==> src/rtl/timer_core.sv <==
// timer_core: MM:SS BCD count engine driven by an external control-FSM state code.
// Supports up-free, down-from-preset, up-to-preset and down-from-max modes,
// with a prescaler producing one count advance every TICK_DIV clocks.
module timer_core #(
  parameter int unsigned TICK_DIV = 100_000_000
) (
  input  logic        clk,
  input  logic        reset,
  input  logic [2:0]  state,
  input  logic [1:0]  mode,
  input  logic [15:0] preset,
  output logic [15:0] digits,
  output logic        tick,
  output logic        done
);

  localparam int unsigned PW = $clog2(TICK_DIV);
  localparam logic [PW-1:0] PRESC_MAX = PW'(TICK_DIV - 1);

  localparam logic [2:0] ST_IDLE  = 3'b000;
  localparam logic [2:0] ST_RUN   = 3'b001;
  localparam logic [2:0] ST_PAUSE = 3'b010;
  localparam logic [2:0] ST_ARM   = 3'b011;
  localparam logic [2:0] ST_CLR   = 3'b100;
  localparam logic [2:0] ST_HOLD  = 3'b101;

  localparam logic [1:0] MODE_UP_FREE   = 2'b00;
  localparam logic [1:0] MODE_DN_PRESET = 2'b01;
  localparam logic [1:0] MODE_UP_PRESET = 2'b10;
  localparam logic [1:0] MODE_DN_MAX    = 2'b11;

  localparam logic [15:0] BCD_ZERO = 16'h0000;
  localparam logic [15:0] BCD_MAX  = 16'h9959;

  logic [15:0]   r_digits;
  logic          r_tick;
  logic          r_done;
  logic [PW-1:0] r_presc;
  logic [1:0]    r_mode;
  logic [15:0]   r_preset;

  logic [15:0] w_sanitised;
  logic [15:0] w_start;
  logic [15:0] w_term;
  logic [15:0] w_next;
  logic        w_at_term;

  // Clamp each BCD digit into its legal range (minutes 0-9, tens of seconds 0-5).
  function automatic logic [15:0] f_sanitise(input logic [15:0] p);
    logic [3:0] m1, m0, s1, s0;
    m1 = (p[15:12] > 4'd9) ? 4'd9 : p[15:12];
    m0 = (p[11:8]  > 4'd9) ? 4'd9 : p[11:8];
    s1 = (p[7:4]   > 4'd5) ? 4'd5 : p[7:4];
    s0 = (p[3:0]   > 4'd9) ? 4'd9 : p[3:0];
    return {m1, m0, s1, s0};
  endfunction

  // One second later in MM:SS BCD; 99:59 holds, though the terminal check stops it first.
  function automatic logic [15:0] f_up(input logic [15:0] d);
    logic [15:0] n;
    n = d;
    if (d[3:0] < 4'd9) begin
      n[3:0] = d[3:0] + 4'd1;
    end else begin
      n[3:0] = 4'd0;
      if (d[7:4] < 4'd5) begin
        n[7:4] = d[7:4] + 4'd1;
      end else begin
        n[7:4] = 4'd0;
        if (d[11:8] < 4'd9) begin
          n[11:8] = d[11:8] + 4'd1;
        end else begin
          n[11:8] = 4'd0;
          if (d[15:12] < 4'd9) n[15:12] = d[15:12] + 4'd1;
          else                 n = d;
        end
      end
    end
    return n;
  endfunction

  // One second earlier in MM:SS BCD; 00:00 holds.
  function automatic logic [15:0] f_down(input logic [15:0] d);
    logic [15:0] n;
    n = d;
    if (d[3:0] != 4'd0) begin
      n[3:0] = d[3:0] - 4'd1;
    end else begin
      n[3:0] = 4'd9;
      if (d[7:4] != 4'd0) begin
        n[7:4] = d[7:4] - 4'd1;
      end else begin
        n[7:4] = 4'd5;
        if (d[11:8] != 4'd0) begin
          n[11:8] = d[11:8] - 4'd1;
        end else begin
          n[11:8] = 4'd9;
          if (d[15:12] != 4'd0) n[15:12] = d[15:12] - 4'd1;
          else                  n = d;
        end
      end
    end
    return n;
  endfunction

  // Start value from the live inputs (used while loading), terminal from the latched copy.
  always_comb begin
    w_sanitised = f_sanitise(preset);
    w_start     = BCD_ZERO;
    w_term      = BCD_ZERO;
    w_next      = r_digits;
    case (mode)
      MODE_UP_FREE:   w_start = BCD_ZERO;
      MODE_DN_PRESET: w_start = w_sanitised;
      MODE_UP_PRESET: w_start = BCD_ZERO;
      default:        w_start = BCD_MAX;
    endcase
    case (r_mode)
      MODE_UP_FREE:   w_term = BCD_MAX;
      MODE_DN_PRESET: w_term = BCD_ZERO;
      MODE_UP_PRESET: w_term = r_preset;
      MODE_DN_MAX:    w_term = BCD_ZERO;
      default:        w_term = BCD_ZERO;
    endcase
    if (r_mode == MODE_UP_FREE || r_mode == MODE_UP_PRESET) w_next = f_up(r_digits);
    else                                                    w_next = f_down(r_digits);
    w_at_term = (r_digits == w_term);
  end

  // Count engine: load in IDLE/CLR, advance in RUN, hold in every other state code.
  always_ff @(posedge clk) begin
    if (reset) begin
      r_digits <= '0;
      r_tick   <= 1'b0;
      r_done   <= 1'b0;
      r_presc  <= '0;
      r_mode   <= '0;
      r_preset <= '0;
    end else begin
      r_tick <= 1'b0;
      case (state)
        ST_IDLE, ST_CLR: begin
          r_mode   <= mode;
          r_preset <= w_sanitised;
          r_digits <= w_start;
          r_presc  <= '0;
          r_done   <= 1'b0;
        end
        ST_RUN: begin
          // A count already sitting on terminal completes without a tick.
          if (!r_done) begin
            if (w_at_term) begin
              r_done <= 1'b1;
            end else if (r_presc == PRESC_MAX) begin
              r_presc  <= '0;
              r_tick   <= 1'b1;
              r_digits <= w_next;
              r_done   <= (w_next == w_term);
            end else begin
              r_presc <= r_presc + PW'(1);
            end
          end
        end
        ST_PAUSE, ST_ARM, ST_HOLD: ;
        default: ;
      endcase
    end
  end

  assign digits = r_digits;
  assign tick   = r_tick;
  assign done   = r_done;

endmodule

==> config.mk <==
export PLATFORM = sky130hd
export DESIGN_NAME = timer_core
export DESIGN_NICKNAME = d
export VERILOG_FILES = /design/src/rtl/timer_core.sv
export SDC_FILE = /design/constraint.sdc
export NUM_CORES = 1
export LEC_CHECK = 0
export CAP_MARGIN = 20
export CORE_MARGIN = 1
export CORE_UTILIZATION = 40
export CTS_CLUSTER_DIAMETER = 200
export CTS_CLUSTER_SIZE = 8
export DETAILED_ROUTE_END_ITERATION = 7
export GPL_TIMING_DRIVEN = 0
export MAX_ROUTING_LAYER = met4
export PLACE_DENSITY_LB_ADDON = 0.12
export SLEW_MARGIN = 25
export SYNTH_ARGS = -nofsm -noshare
export SYNTH_HDL_FRONTEND = slang
export SYNTH_SLANG_ARGS = --single-unit
==> constraint.sdc <==
create_clock -name clk -period 3.3 [get_ports clk]
set_input_delay 0.495 -clock clk [delete_from_list [all_inputs] [get_ports clk]]
set_output_delay 0.495 -clock clk [all_outputs]
set_load 0.1 [all_outputs]
==> out/metrics.cfg, run 1 <==
[grt]
grt_max_degree=14
grt_pass1_vias=5209
antenna_found_initial=0
grt_pass1_wl_um=30900
gr-total-overflow=0
grt_usage=0.325

[synthesis]
synth_enable_flop_cells=0
ys_ff_latch=63
syn_inst=699
synth_area_um2=5250
synth_warnings=0
syn_avg_cell_area_um2=7.51
synth_cell_types=89
seq_area_frac_synth=0.240
synth_nets=732
async_flop_share=0
synthFlopType=dfxtp_1

[finish]
utilization=0.494
mostFrequentLayoutCells=nor2_1, nand2_1, dfxtp_1
nets=784
n_fill_cell=1317
layout_commonest_cell=nor2_1
area_delta_synth_final_pct=19.8
antennaDiodeCount=0
layout-drive-gt1-share=0.132

[clock_tree]
cts_root_buf=clkbuf_16
htreeDepth=3
clk_latency_ps=360
hold_buffers=0
path_clk_slew_ps=70
clockBufferDepth=2
numCtsBuffers=9
cts_tree=done
cts_sinks=63

[sta]
hold_viol=0
fin_ws_ps=107
final-setup-viol-count=0
fmax_mhz=313
worst_slew_pin_slew_ps=986
fin_skew_ps=14.1
post-route-min-period_ps=3190
max_slew_margin=0.341
period_share=0.968
final-max-slew-violation-count=0

[route]
initialDrtViolationCount=699
avgRoutedWirePerCell_um=22.6
routed_wl_um=20900
vias_per_cell=6.41
ant_nets=0
vias=5952
dr.pass1.iters=8
drc_errors=0

[worst_setup_path]
crit_top_cell=a21oi_1
cp-start-kind=flop
cp_slowest_cell=or4_1
crit_type=flop to flop
end_kind=flop
cp.required_ps=3580
critical_path.max_stage_delay_ps=630
cp_max_fo=8
path_buf_inv=2
arrival_ps=3470
crit_family=simple AND/OR/NAND/NOR gates
crit_chain=buf_2, inv_1, ha_4, nor2b_1, nor2_2, o21ai_0, a22o_1, a21oi_1, a21oi_1, or4_1, o31ai_2

[die]
io_pins=41
num_rows=41
core-area_um2=12700
die_area_um2=13600
chipHeight_um=117
initial_core_util=0.412
chipWidth_um=117

[power]
leakage_uw=0.00210
worst_ir_drop_vdd_uv=315
power.density_nw_per_um2=400

[run_status]
status=complete, no violations

[job]
drv_cap=0

[placement]
gp_congestion=0.994
preCtsSetupSlack_ps=-259
hpwl_um=15700
io_buffers=38

[hold_path]
hp-class=flop to flop

-- report_power, final --
| part | internal, uW | leakage [uW] | switching, uW | total [uW] |
|---|---|---|---|---|
| clock network | 660 | 0.000157 | 392 | 1050 |
| registers | 782 | 0.000514 | 37.8 | 820 |
| logic | 221 | 0.00143 | 425 | 646 |
| total | 1660 | 0.00210 | 855 | 2520 |
-- Yosys cell counts (6+ instances only) --
cell | instances | share of area
o211ai_1 | 15 | 0.021
nand3_1 | 24 | 0.023
o311ai_0 | 6 | 0.010
or4_1 | 7 | 0.010
buf_4 | 6 | 0.0086
mux2i_1 | 9 | 0.017
a211oi_2 | 6 | 0.014
xnor2_1 | 9 | 0.015
a31oi_1 | 13 | 0.015
nand2_1 | 60 | 0.043
nand2b_1 | 11 | 0.013
a211oi_1 | 12 | 0.017
nor3_1 | 22 | 0.021
o21ai_0 | 38 | 0.036
nor2_1 | 68 | 0.049
or3_1 | 11 | 0.013
a21oi_1 | 48 | 0.046
ha_1 | 10 | 0.024
inv_1 | 20 | 0.014
nor4_1 | 9 | 0.011
o31ai_1 | 8 | 0.011
xor2_1 | 14 | 0.023
o21ai_1 | 10 | 0.0095
and3_1 | 10 | 0.012
nor2b_1 | 19 | 0.023
buf_2 | 14 | 0.013
nand4_1 | 17 | 0.020
dfxtp_1 | 63 | 0.24
clkbuf_1 | 20 | 0.014
o2111ai_1 | 6 | 0.010
-- sequential cells by signal, indices dropped and copies added, names as in the netlist --
signal    count
r_preset     16
r_mode        2
r_presc      27
digits       16
tick          1
done          1
-- path summary, 6_finish.rpt --
path	start	endpoint	slack, ps	depth (start not counted)
setup / recovery	digits[1]	done	110	11
hold / removal	r_presc[6]	r_presc[6]	490	2
setup reg to reg	digits[1]	done	110	11
hold reg to reg	r_presc[6]	r_presc[6]	490	2
-- stage by stage --
step,instances,hold slack (ps),instance area [um^2],setup TNS (ps),total power (uW)
final,928,491,6290,0,2520
after global routing,928,512,6290,-21.9,2590
after CTS,924,492,6190,0,2490
after detailed placement,909,485,5850,-392,1440
after global placement,909,476,5850,-586,1440
after floorplan,699,458,5250,0,1240
-- routing by layer --
metal | up-vias | part of all wire | global-route usage
li1 | 2733 | - | -
met1 | 2844 | 0.46 | 0.459
met2 | 328 | 0.42 | 0.448
met3 | 47 | 0.098 | 0.0643
met4 | 0 | 0.030 | 0.129
met5 | - | 0 | -
-- worst register-to-register path: cells and delay by family, from the launching register on --
family | cells | cell delay [ps]
and+or+nand+nor | 3 | 1160
AOI/OAI and AO/OA | 5 | 1020
buffers and inverters | 2 | 400
DFF | 1 | 330
adders and majority gates | 1 | 210
-- final cells by class --
class,instances,area (um^2),area share
buffer,46,246,0.0392
clock buffer,10,229,0.0364
clock inverter,6,83.8,0.0133
inverter,23,86.3,0.0137
multi-input combinational,564,3730,0.593
sequential,63,1270,0.202
tap,172,215,0.0342
timing repair buffer,44,425,0.0677
-- cells by family after synthesis --
family | share of synthesized area
AOI/OAI and AO/OA | 0.287
buffers and inverters | 0.0649
adders and majority gates | 0.0238
muxes | 0.0258
DFF | 0.240
and+or+nand+nor | 0.320
xor gates and xnor gates | 0.0384
-- repair_timing --
| action | 4_1_cts | 5_1_grt |
|---|---|---|
| endpoints found under the setup margin | 3 | 2 |
| buffers inserted | 0 | 6 |
| gates resized for setup | 7 | 14 |
| cloned | 0 | 0 |
| pin swaps | 0 | 6 |
(Power assumes the default switching activity.)
==> run 2, diff against run 1 <==
--- a/config.mk
+++ b/config.mk
@@ -8,7 +8,7 @@
 export CAP_MARGIN = 20
 export CORE_MARGIN = 1
 export CORE_UTILIZATION = 40
-export CTS_CLUSTER_DIAMETER = 200
+export CTS_CLUSTER_DIAMETER = 60
 export CTS_CLUSTER_SIZE = 8
 export DETAILED_ROUTE_END_ITERATION = 7
 export GPL_TIMING_DRIVEN = 0
==> results of run 2 <==
No change in the layout: final DEF, timing and power equal those of run 1.
